`src/rtl/issue_split.sv`:
```
// Dual-issue bundle splitter; RAW-dependent bundles are serialised through pipe1 (ISSUE_SPLIT_STATS_EN adds a split counter).
// Latency: 1 cycle from accept to registered outputs; a split bundle takes 2 issue slots.
// Backpressure: ready drops on downstream stall, while holding slot 2, and during flush.
module issue_split #(
    parameter int IW = 32
`ifdef ISSUE_SPLIT_STATS_EN
    , parameter int CW = 16
`endif
) (
    input  logic          is_i_clk,
    input  logic          is_i_rst_n,
    input  logic          is_i_flush,
    input  logic          is_i_valid,
    output logic          is_o_ready,
    input  logic [IW-1:0] is_i_instr_1,
    input  logic [IW-1:0] is_i_instr_2,
    input  logic          is_i_valid_2,
    input  logic          is_i_force_pipe1,
    input  logic          is_i_ds_ready,
    output logic          is_o_p1_valid,
    output logic [IW-1:0] is_o_p1_instr,
    output logic          is_o_p1_replay,
    output logic          is_o_p2_valid,
    output logic [IW-1:0] is_o_p2_instr
`ifdef ISSUE_SPLIT_STATS_EN
    , output logic [CW-1:0] is_o_split_cnt
`endif
);

    typedef enum logic {ST_PASS, ST_HOLD} state_t;

    state_t        r_state;
    logic          r_p1_vld;
    logic [IW-1:0] r_p1_instr;
    logic          r_p1_replay;
    logic          r_p2_vld;
    logic [IW-1:0] r_p2_instr;
    logic [IW-1:0] r_hold_instr;

    state_t        w_state_nxt;
    logic          w_p1_vld_nxt;
    logic [IW-1:0] w_p1_instr_nxt;
    logic          w_p1_replay_nxt;
    logic          w_p2_vld_nxt;
    logic [IW-1:0] w_p2_instr_nxt;
    logic [IW-1:0] w_hold_instr_nxt;

    logic          w_adv;
    logic          w_ready;
    logic          w_acc;
    logic          w_split;

    assign w_adv   = !r_p1_vld || is_i_ds_ready;
    // Gated by reset so ready reads 0 while the block is held in reset.
    assign w_ready = is_i_rst_n && (r_state == ST_PASS) && w_adv && !is_i_flush;
    assign w_acc   = is_i_valid && w_ready;
    assign w_split = w_acc && is_i_valid_2 && is_i_force_pipe1;

    always_comb begin
        w_state_nxt      = r_state;
        w_p1_vld_nxt     = r_p1_vld;
        w_p1_instr_nxt   = r_p1_instr;
        w_p1_replay_nxt  = r_p1_replay;
        w_p2_vld_nxt     = r_p2_vld;
        w_p2_instr_nxt   = r_p2_instr;
        w_hold_instr_nxt = r_hold_instr;
        if (is_i_flush) begin
            w_state_nxt     = ST_PASS;
            w_p1_vld_nxt    = 1'b0;
            w_p1_replay_nxt = 1'b0;
            w_p2_vld_nxt    = 1'b0;
        end else begin
            case (r_state)
                ST_PASS: begin
                    if (w_acc) begin
                        w_p1_vld_nxt    = 1'b1;
                        w_p1_instr_nxt  = is_i_instr_1;
                        w_p1_replay_nxt = 1'b0;
                        w_p2_vld_nxt    = 1'b0;
                        if (is_i_valid_2 && !is_i_force_pipe1) begin
                            w_p2_vld_nxt   = 1'b1;
                            w_p2_instr_nxt = is_i_instr_2;
                        end else if (is_i_valid_2) begin
                            w_hold_instr_nxt = is_i_instr_2;
                            w_state_nxt      = ST_HOLD;
                        end
                    end else if (w_adv) begin
                        w_p1_vld_nxt    = 1'b0;
                        w_p1_replay_nxt = 1'b0;
                        w_p2_vld_nxt    = 1'b0;
                    end
                end
                ST_HOLD: begin
                    if (w_adv) begin
                        w_p1_vld_nxt    = 1'b1;
                        w_p1_instr_nxt  = r_hold_instr;
                        w_p1_replay_nxt = 1'b1;
                        w_p2_vld_nxt    = 1'b0;
                        w_state_nxt     = ST_PASS;
                    end
                end
                default: w_state_nxt = ST_PASS;
            endcase
        end
    end

    always_ff @(posedge is_i_clk or negedge is_i_rst_n) begin
        if (!is_i_rst_n) begin
            r_state      <= ST_PASS;
            r_p1_vld     <= 1'b0;
            r_p1_instr   <= '0;
            r_p1_replay  <= 1'b0;
            r_p2_vld     <= 1'b0;
            r_p2_instr   <= '0;
            r_hold_instr <= '0;
        end else begin
            r_state      <= w_state_nxt;
            r_p1_vld     <= w_p1_vld_nxt;
            r_p1_instr   <= w_p1_instr_nxt;
            r_p1_replay  <= w_p1_replay_nxt;
            r_p2_vld     <= w_p2_vld_nxt;
            r_p2_instr   <= w_p2_instr_nxt;
            r_hold_instr <= w_hold_instr_nxt;
        end
    end

    assign is_o_ready     = w_ready;
    assign is_o_p1_valid  = r_p1_vld;
    assign is_o_p1_instr  = r_p1_instr;
    assign is_o_p1_replay = r_p1_replay;
    assign is_o_p2_valid  = r_p2_vld;
    assign is_o_p2_instr  = r_p2_instr;

`ifdef ISSUE_SPLIT_STATS_EN
    logic [CW-1:0] r_split_cnt;

    // Saturating; survives flush so the statistic spans redirects.
    always_ff @(posedge is_i_clk or negedge is_i_rst_n) begin
        if (!is_i_rst_n) begin
            r_split_cnt <= '0;
        end else if (w_split && (r_split_cnt != {CW{1'b1}})) begin
            r_split_cnt <= r_split_cnt + CW'(1);
        end
    end

    assign is_o_split_cnt = r_split_cnt;
`else
    logic w_split_unused;
    assign w_split_unused = w_split;
`endif

endmodule

```
`config.mk`:
```
export PLATFORM = sky130hd
export DESIGN_NAME = issue_split
export DESIGN_NICKNAME = d
export VERILOG_FILES = /design/src/rtl/issue_split.sv
export SDC_FILE = /design/constraint.sdc
export NUM_CORES = 1
export LEC_CHECK = 0
export ABC_AREA = 1
export BUFFER_PORTS_ARGS = -buffer_cell sky130_fd_sc_hd__buf_2
export CAP_MARGIN = 20
export CORE_UTILIZATION = 30
export CTS_BUF_LIST = sky130_fd_sc_hd__clkbuf_4 sky130_fd_sc_hd__clkbuf_8 sky130_fd_sc_hd__clkbuf_16
export CTS_CLUSTER_DIAMETER = 40
export DETAILED_ROUTE_END_ITERATION = 10
export SLEW_MARGIN = 20
export SYNTH_ARGS = -nofsm -noshare
export SYNTH_HDL_FRONTEND = slang
export SYNTH_SLANG_ARGS = --single-unit
export TNS_END_PERCENT = 50
```
`constraint.sdc`:
```
create_clock -name is_i_clk -period 2.05 [get_ports is_i_clk]
set_clock_uncertainty 0.2 [all_clocks]
set_input_delay 0.1025 -clock is_i_clk [delete_from_list [all_inputs] [get_ports is_i_clk]]
set_output_delay 0.1025 -clock is_i_clk [all_outputs]
set_load 0.03 [all_outputs]
```
# Word level (Yosys, flattened, before mapping)
# Cells that the tools add are included.
[word_totals] latchBits=0 mem_count=0 mem_bits_rw=0 reg_bits=100 wordCells=49 rom_bits=0
[op_classes] n_bitwise=3 n_lt_le_gt_ge=0 mul=0 n_div=0 n_eq_ne=4 addsub=0 reduce_logical=13 n_mux=22 shifts=0
[ops] operator="$mux 32" n=2
[ops] operator="$pmux 32 s2" n=1
[ops] operator="$mux 1" n=15
[ops] operator="$pmux 1 s2" n=4
[ops] operator="$logic_and 1x1->1" n=5
[ops] operator="$reduce_and 5->1" n=1
[ops] operator="$ne 4x4->1 const B" n=1
[ops] operator="$reduce_and 4->1" n=1
[ops] operator="$logic_not 1->1" n=3
[ops] operator="$ne 3x2->1 const B" n=1
[ops] operator="$not 1->1" n=3
[ops] operator="$reduce_and 3->1" n=1
[ops] operator="$ne 2x1->1 const B" n=1
[ops] operator="$ne 2x2->1 const B" n=1
[ops] operator="$reduce_and 2->1" n=1
[ops] operator="$logic_or 1x1->1" n=1

# Logic depth before layout (Yosys ltp)
# Gate-level depths: netlist of the first run.
[logic_depth] word_depth=8 depth_mapped=8 mapped_depth_nobuf=7

# Worst setup path before layout of the first run
# OpenSTA, ideal clock, no wires.
[synth_timing] kind="reg-to-reg" from="reg r_p1_vld (netlist: is_o_p1_valid)" to="reg r_p2_instr[15] (netlist: is_o_p2_instr[15])" setup_slack_ns=0.375 t_arrival_ns=1.408 n_path_buf=1 t_required_ns=1.784 setup_ns=0.066 stages_incl_launch_ff=7 cell_sequence="dfrtp_1 nand2_1 inv_2 nor2_8 buf_2 nand4_1 nand2_1"
[synth_via] elab_chain_cells=6
[synth_lines] element="start: declaration" line_no="33" text="logic r_p1_vld;"
[synth_lines] element="start signal: assignment" line_no="118" text="r_p1_vld <= w_p1_vld_nxt;"
[synth_lines] element="$logic_not 1->1" line_no="53" text="assign w_adv = !r_p1_vld || is_i_ds_ready;"
[synth_lines] element="$logic_or 1x1->1" line_no="53"
[synth_lines] element="$logic_and 1x1->1 (2 in series)" line_no="55" text="assign w_ready = is_i_rst_n && (r_state == ST_PASS) && w_adv && !is_i_flush;"
[synth_lines] element="named net is_o_ready" line_no="14" text="output logic is_o_ready,"
[synth_lines] element="$logic_and 1x1->1" line_no="56" text="assign w_acc = is_i_valid && w_ready;"
[synth_lines] element="$reduce_and 4->1 (no source line)"
[synth_lines] element="end signal: assignment" line_no="122" text="r_p2_instr <= w_p2_instr_nxt;"
[synth_lines] element="end: declaration" line_no="37" text="logic [IW-1:0] r_p2_instr;"
# The timed path passes the listed nets, and every way through them passes these cells.
# A chain may end at the register's enable or synchronous reset.

# Worst setup path after layout of the first run
[layout_timing] from="reg r_state" to="out is_o_ready"
[layout_via] elab_chain_cells=4
[layout_lines] element="start: declaration" line_no="32" text="state_t r_state;"
[layout_lines] element="start signal: assignment" line_no="117" text="r_state <= w_state_nxt;"
[layout_lines] element="$not 1->1 (no source line)"
[layout_lines] element="$logic_and 1x1->1 (3 in series)" line_no="55"
[layout_lines] element="end: declaration" line_no="14"
# Every way passes these cells.

==> impl_metrics.env, run 1 <==
export IMPL_gp_congestion=0.809
export IMPL_critPathArrivalTime_ns=1.64
export IMPL_syn_num_nets=551
export IMPL_finalSetupViolCount=0
export IMPL_cp_start_kind="flop"
export IMPL_cap_violations=0
export IMPL_grt_usage_pct=18.4
export IMPL_synth_warnings=0
export IMPL_crit_type="reg2out"
export IMPL_setup_slack_ns=0.104
export IMPL_clk_latency_ns=0.35
export IMPL_numCtsBuffers=9
export IMPL_ant_nets=0
export IMPL_dp_slack_ns=0.296
export IMPL_hpwlAfterDp_um=8660
export IMPL_fmax_mhz=514
export IMPL_final_cell_mix="nand2_1 (232), buf_2 (136), dfrtp_1 (99), dlygate4sd3_1 (68), nand3_1 (34)"
export IMPL_diodes=0
export IMPL_drc=0
export IMPL_io_pins=139
export IMPL_p_leak_nw=3.40
export IMPL_portBuffers=138
export IMPL_finalMaxSlewViolations=0
export IMPL_syn_inst=480
export IMPL_grt_start_max_net_pins=63
export IMPL_wl_per_cell_um=15.2
export IMPL_core_area_um2=14100
export IMPL_critPathCaptureType="output pin"
export IMPL_synth_top_area_share_pct=56.6
export IMPL_placed_area_um2=5330
export IMPL_ctsLongestPathBuffers=2
export IMPL_nets=754
export IMPL_htree_levels=3
export IMPL_initial_utilization_pct=31.2
export IMPL_min_period_over_period_pct=94.9
export IMPL_vdd_drop_max_v=0.000397
export IMPL_cts_root_buf="clkbuf_16"
export IMPL_ys_types=21
export IMPL_synthTopCellsByArea="dfrtp_1 (57%), nand2_1 (20%), mux2_2 (8.2%)"
export IMPL_rsz0062_at_grt="false"
export IMPL_layout_commonest_cell="nand2_1"
export IMPL_maxSlewHeadroom_pct=46.7
export IMPL_worst_pin_slew_ns=0.799
export IMPL_fillers=1390
export IMPL_via_per_inst=4.69
export IMPL_dp_cells=784
export IMPL_clk_pin_slew_ns=0.07
export IMPL_hold_path_class="in2reg"
export IMPL_hold_slack_ns=0.0175
export IMPL_synth_top_cell_by_area="dfrtp_1"
export IMPL_stdcell_count=868
export IMPL_required_ns=1.75
export IMPL_area_growth_pct=43.3
export IMPL_power_density_nw_per_um2=942
export IMPL_syn_area_um2=4420
export IMPL_grt_overflow=0
export IMPL_power_mw=5.97
export IMPL_dr_total_vias=4073
export IMPL_tns_ns=0
export IMPL_utilization_pct=44.8
export IMPL_cp_max_fo=14
export IMPL_syn_avg_cell_area_um2=9.21
export IMPL_clock_sinks=100
export IMPL_wl_um=13200
export IMPL_grt_pass1_vias=4025
export IMPL_drt_pass1_iter_count=4
export IMPL_synth_seq_cells=100
export IMPL_antenna_found_initial=0
export IMPL_cts_tree="yes"
export IMPL_die_width_um=123
export IMPL_period_minus_slack_ns=1.95
export IMPL_status="finished, final reports clean"
export IMPL_die_area_um2=15200
export IMPL_grt_pass1_wl_um=20900
export IMPL_die_h_um=123
export IMPL_hold_viol_final=0
export IMPL_rows=43
export IMPL_drive_gt1_share_pct=31.4
export IMPL_drt_initial_drc_count=184
export IMPL_postLayoutCellArea_um2=6330
export IMPL_ys_seq_area_share_pct=56.6
path summary, 6_finish.rpt:
path | slack, ns | startpoint | cells after the start | endpoint
max | 0.10 | r_state$_DFF_PN0_ | 5 | is_o_ready
min | 0.02 | is_i_force_pipe1 | 6 | is_o_p2_valid$_DFF_PN0_
max reg2reg | 0.30 | r_state$_DFF_PN0_ | 6 | r_hold_instr[10]$_DFFE_PN0P_
min reg2reg | 0.27 | is_o_p2_instr[16]$_DFFE_PN0P_ | 2 | is_o_p2_instr[16]$_DFFE_PN0P_
max in group asynchronous | 0.76 | is_i_rst_n | 3 | is_o_p1_instr[10]$_DFFE_PN0P_
min in group asynchronous | 0.23 | is_i_rst_n | 3 | is_o_p1_instr[26]$_DFFE_PN0P_
area by class of cell:
class | instances | area [µm²] | area share, %
Clock buffer | 10 | 233 | 3.67
Clock inverter | 6 | 87.6 | 1.38
Inverter | 5 | 18.8 | 0.296
Multi-Input combinational cell | 343 | 1740 | 27.5
Sequential cell | 100 | 2500 | 39.5
Tap cell | 180 | 225 | 3.56
Timing Repair Buffer | 224 | 1520 | 24.1
what timing repair did:
action / 4_1_cts / 5_1_grt
setup endpoints to repair: 0 / 1
endpoints found under the hold margin: 200 / 0
setup buffers: 0 / 0
gates resized for setup: 0 / 2
hold buffers: 68 / 0
Yosys cell counts (all sizes together):
| library cell | number |
|---|---|
| a21oi | 1 |
| buf | 22 |
| clkbuf | 10 |
| dfrtp | 100 |
| inv | 5 |
| mux2 | 32 |
| nand2 | 234 |
| nand3 | 37 |
| nand4 | 33 |
| nor2 | 5 |
| o211ai | 1 |
sequential cells by signal, summed over array words and instances, names as in the netlist:
name / cells
is_o_p1_valid: 1
is_o_p1_instr: 32
is_o_p1_replay: 1
is_o_p2_instr: 32
r_hold_instr: 32
is_o_p2_valid: 1
r_state: 1
layer usage:
metal | up-vias | global-route usage [%] | wire (µm)
met5 | - | 0 | 0
met4 | 0 | 6.85 | 202
met3 | 17 | 3.74 | 766
met2 | 142 | 30.8 | 6420
met1 | 1942 | 23.3 | 5770
li1 | 1972 | - | -
critical path, stage by stage, from the launching register on:
cell	delay (ns)
dfrtp_2	0.45
nor2_4	0.16
nand2_2	0.10
nor2_8	0.13
buf_4	0.22
clkbuf_4	0.22
where the power goes:
group          switching, mW  internal, mW
Combinational           1.00         0.531
Clock                  0.763          1.09
Sequential             0.223          2.36
Total                   1.99          3.98
kinds of logic after synthesis:
kind of cell,synth area share [%]
AO/OA/AOI/OAI,0.283
buffers and inverters,4.33
multiplexers,8.15
AND/OR/NAND/NOR,30.6
flip-flops,56.6
(Power assumes the default switching activity.)
==> inputs of run 2 (changes only) <==
--- a/config.mk
+++ b/config.mk
@@ -14,2 +14,3 @@
 export DETAILED_ROUTE_END_ITERATION = 10
+export GPL_TIMING_DRIVEN = 0
 export SLEW_MARGIN = 20
==> constraint.sdc (replaced) <==
create_clock -name is_i_clk -period 2.05 [get_ports is_i_clk]
set_clock_uncertainty 0.2 [all_clocks]
set_input_delay 0.3075 -clock is_i_clk [delete_from_list [all_inputs] [get_ports is_i_clk]]
set_output_delay 0.3075 -clock is_i_clk [all_outputs]
set_load 0.03 [all_outputs]
==> impl_metrics.env, run 2 (synthesis gave the netlist of run 1 again) <==
export IMPL_status="finished, final reports clean"
export IMPL_wl_um=13400
export IMPL_hpwlAfterDp_um=9290
export IMPL_power_mw=6.01
export IMPL_grt_start_max_net_pins=44
export IMPL_grt_usage_pct=18.4
export IMPL_drt_pass1_iter_count=4
export IMPL_ctsLongestPathBuffers=2
export IMPL_worst_pin_slew_ns=0.531
export IMPL_clk_latency_ns=0.35
export IMPL_nets=742
export IMPL_hold_slack_ns=0.0219
export IMPL_cts_root_buf="clkbuf_16"
export IMPL_hold_viol_final=0
export IMPL_power_frac_comb_pct=25.4
export IMPL_grt_overflow=0
export IMPL_grt_pass1_wl_um=20700
export IMPL_tns_ns=0
export IMPL_dr_total_vias=4007
export IMPL_stdcell_count=856
export IMPL_met2_length_um=6100
export IMPL_placed_area_um2=5360
export IMPL_die_h_um=123
export IMPL_drt_initial_drc_count=196
export IMPL_drt_met1_wl_um=6280
export IMPL_portBuffers=137
export IMPL_drive_gt1_share_pct=33.3
export IMPL_wl_met3_um=764
export IMPL_area_growth_pct=40.6
export IMPL_critPathCaptureType="output pin"
export IMPL_power_density_nw_per_um2=967
export IMPL_final_cell_mix="nand2_1 (233), buf_2 (149), dfrtp_1 (100), dlygate4sd3_1 (35), nand3_1 (34)"
export IMPL_fmax_mhz=503
export IMPL_wl_per_cell_um=15.7
export IMPL_cap_violations=0
export IMPL_via_per_inst=4.68
export IMPL_clk_pin_slew_ns=0.07
export IMPL_vdd_drop_max_v=0.000457
export IMPL_diodes=0
export IMPL_cts_tree="yes"
export IMPL_cp_start_kind="flop"
export IMPL_gp_congestion=0.777
export IMPL_p_leak_nw=3.38
export IMPL_hold_path_class="in2reg"
export IMPL_finalMaxSlewViolations=0
export IMPL_drc=0
export IMPL_htree_levels=3
export IMPL_min_period_over_period_pct=97.0
export IMPL_crit_type="reg2out"
export IMPL_period_minus_slack_ns=1.99
export IMPL_setup_slack_ns=0.0609
export IMPL_required_ns=1.54
export IMPL_io_pins=139
export IMPL_grt_pass1_vias=4048
export IMPL_sw_frac_of_total_pct=32.6
export IMPL_routed_top_layer="met4"
export IMPL_maxSlewHeadroom_pct=64.6
export IMPL_clock_sinks=100
export IMPL_die_width_um=123
export IMPL_dp_slack_ns=-0.346
export IMPL_dp_cells=798
export IMPL_finalSetupViolCount=0
export IMPL_core_area_um2=14100
export IMPL_fillers=1387
export IMPL_die_area_um2=15200
export IMPL_initial_utilization_pct=31.2
export IMPL_p_seq_share_pct=42.9
export IMPL_rows=43
export IMPL_p_sw_mw=1.96
export IMPL_cp_max_fo=9
export IMPL_numCtsBuffers=9
export IMPL_antenna_found_initial=0
export IMPL_critPathArrivalTime_ns=1.48
export IMPL_postLayoutCellArea_um2=6210
export IMPL_ant_nets=0
export IMPL_internal_power_mw=4.05
export IMPL_p_clk_share_pct=31.7
export IMPL_utilization_pct=43.9
export IMPL_layout_commonest_cell="nand2_1"
[run 2: final timing paths]
check                                                   start                       endpoint  slack (ns)  cells past startpoint
worst max-delay path                        r_state$_DFF_PN0_                     is_o_ready        0.06                      5
worst min-delay path                         is_i_instr_2[22]   r_hold_instr[22]$_DFFE_PN0P_        0.02                      3
worst max register to register              r_state$_DFF_PN0_   is_o_p2_instr[5]$_DFFE_PN0P_        0.11                      9
worst min register to register  is_o_p2_instr[19]$_DFFE_PN0P_  is_o_p2_instr[19]$_DFFE_PN0P_        0.26                      2
max in group asynchronous                          is_i_rst_n   is_o_p2_instr[5]$_DFFE_PN0P_        0.87                      6
min in group asynchronous                          is_i_rst_n  is_o_p2_instr[26]$_DFFE_PN0P_        0.44                      3
[run 2: power by group through the flow]
stage	clock network, mW	registers (mW)	logic (mW)
global route	2.04	2.62	1.66
finish	1.91	2.58	1.53
global placement	0	2.59	1.42
detailed placement	0	2.60	1.45
CTS	1.98	2.57	1.54
floorplan	0	3.08	0.422
[run 2: cell type report]
cell class	instances	area, µm²	share of cell area (%)
plain buffers	31	170	2.74
clock buffers	12	267	4.29
clock inverters	4	70.1	1.13
inverters	5	18.8	0.302
multi-input cells	343	1730	27.8
flip-flops and latches	100	2500	40.3
well taps	180	225	3.62
repair buffers	181	1230	19.8
[run 2: repair_timing]
item                                    CTS  global route
pin swaps                                 1             0
buffers inserted                          3             0
hold buffers                             39             0
endpoints found under the setup margin    1             1
hold endpoints to repair                104             0
gates cloned                              1             0
resized for setup                         1             2
[run 2: layer usage]
metal | up-vias | GRT usage, %
met4 | 0 | 7.00
met2 | 123 | 29.0
met3 | 19 | 4.52
met5 | - | 0
met1 | 1921 | 24.5
li1 | 1944 | -
[run 2: worst max-delay path, stage by stage, from the launching register on]
cell     delay, ns
dfrtp_1       0.38
buf_6         0.15
nor2_4        0.14
nand2_2       0.11
nor2_8        0.15
buf_2         0.21
==> inputs of run 3 (changes only) <==
Settings changed: MAX_ROUTING_LAYER set to met4.
==> impl_metrics.env, run 3 (synthesis gave the netlist of run 1 again) <==
export IMPL_die_area_um2=15200
export IMPL_critPathCaptureType="output pin"
export IMPL_period_minus_slack_ns=1.98
export IMPL_critPathArrivalTime_ns=1.48
export IMPL_grt_overflow=0
export IMPL_dp_slack_ns=-0.346
export IMPL_rows=43
export IMPL_cp_start_kind="flop"
export IMPL_hpwlAfterDp_um=9290
export IMPL_maxSlewHeadroom_pct=63.3
export IMPL_drc=0
export IMPL_internal_power_mw=4.05
export IMPL_htree_levels=3
export IMPL_wl_um=13400
export IMPL_via_per_inst=4.68
export IMPL_power_mw=6.00
export IMPL_crit_type="reg2out"
export IMPL_postLayoutCellArea_um2=6210
export IMPL_p_sw_mw=1.95
export IMPL_vdd_drop_max_v=0.000454
export IMPL_p_leak_nw=3.38
export IMPL_io_pins=139
export IMPL_required_ns=1.54
export IMPL_fmax_mhz=504
export IMPL_p_seq_share_pct=42.9
export IMPL_ant_nets=0
export IMPL_worst_pin_slew_ns=0.551
export IMPL_startpoint="r_state$_DFF_PN0_"
export IMPL_antenna_found_initial=0
export IMPL_numCtsBuffers=9
export IMPL_drt_initial_drc_count=185
export IMPL_placed_area_um2=5360
export IMPL_diodes=0
export IMPL_grt_pass1_vias=4047
export IMPL_clk_latency_ns=0.35
export IMPL_hold_viol_final=0
export IMPL_drt_pass1_iter_count=4
export IMPL_cp_max_fo=9
export IMPL_area_growth_pct=40.6
export IMPL_ctsLongestPathBuffers=2
export IMPL_dr_total_vias=4003
export IMPL_core_area_um2=14100
export IMPL_finalMaxSlewViolations=0
export IMPL_finalSetupViolCount=0
export IMPL_hp_start="is_i_instr_2[22]"
export IMPL_portBuffers=137
export IMPL_hold_path_class="in2reg"
export IMPL_drive_gt1_share_pct=33.3
export IMPL_final_cell_mix="nand2_1 (233), buf_2 (149), dfrtp_1 (100), dlygate4sd3_1 (35), nand3_1 (34)"
export IMPL_nets=742
export IMPL_grt_start_max_net_pins=44
export IMPL_fillers=1387
export IMPL_power_density_nw_per_um2=966
export IMPL_cts_root_buf="clkbuf_16"
export IMPL_cts_tree="yes"
export IMPL_sw_frac_of_total_pct=32.5
export IMPL_clk_pin_slew_ns=0.07
export IMPL_power_frac_comb_pct=25.4
export IMPL_setup_slack_ns=0.0660
export IMPL_die_width_um=123
export IMPL_grt_pass1_wl_um=20700
export IMPL_initial_utilization_pct=31.2
export IMPL_hold_slack_ns=0.0170
export IMPL_layout_commonest_cell="nand2_1"
export IMPL_status="finished, final reports clean"
export IMPL_grt_usage_pct=19.0
export IMPL_rr_startpoint="r_state$_DFF_PN0_"
export IMPL_min_period_over_period_pct=96.8
export IMPL_die_h_um=123
export IMPL_cap_violations=0
export IMPL_tns_ns=0
export IMPL_wl_per_cell_um=15.7
export IMPL_p_clk_share_pct=31.7
export IMPL_clock_sinks=100
export IMPL_gp_congestion=0.788
## run 3: metal layers
layer / global-route usage, % / part of all wire [%]
met5: - / 0
met4: 7.00 / 1.9
met3: 4.38 / 5.8
met2: 29.1 / 46
met1: 24.5 / 47
## run 3: worst paths after layout
path                                                  to  slack [ns]  cells after the start
min in group asynchronous  is_o_p2_instr[26]$_DFFE_PN0P_        0.44                      3
hold reg to reg            is_o_p2_instr[19]$_DFFE_PN0P_        0.26                      2
max in group asynchronous   is_o_p2_instr[5]$_DFFE_PN0P_        0.87                      6
setup / recovery                              is_o_ready        0.07                      5
hold / removal              r_hold_instr[22]$_DFFE_PN0P_        0.02                      3
setup reg to reg            is_o_p2_instr[5]$_DFFE_PN0P_        0.12                      9
## run 3: per-stage QoR
stage	std cells	util, %
global placement	797	37.7
global route	856	43.9
finish	856	43.9
floorplan	480	-
CTS	856	43.9
detailed placement	798	37.9
## run 3: power by group through the flow
stage / Combinational (mW) / Sequential [mW] / Clock [mW]
global route: 1.66 / 2.62 / 2.04
finish: 1.53 / 2.58 / 1.90
global placement: 1.42 / 2.59 / 0
detailed placement: 1.45 / 2.60 / 0
floorplan: 0.422 / 3.08 / 0
CTS: 1.54 / 2.57 / 1.98
## run 3: final cells by class
class,instances,area [µm²],share of cell area [%]
inverter,5,18.8,0.302
timing repair buffer,181,1230,19.8
sequential,100,2500,40.3
clock inverter,4,70.1,1.13
tap,180,225,3.62
clock buffer,12,267,4.29
multi-input combinational,343,1730,27.8
buffer,31,170,2.74
## run 3: worst max-delay path: stages (launching register included)
cell	delay (ns)
dfrtp_1	0.38
buf_6	0.15
nor2_4	0.14
nand2_2	0.11
nor2_8	0.14
buf_2	0.21
## run 3: repair_timing
| action | CTS | global route |
|---|---|---|
| pin swaps | 1 | 0 |
| setup endpoints to repair | 1 | 1 |
| buffers inserted | 3 | 0 |
| endpoints found under the hold margin | 104 | 0 |
| gates resized for setup | 1 | 2 |
| hold buffers | 39 | 0 |
| cloned | 1 | 0 |
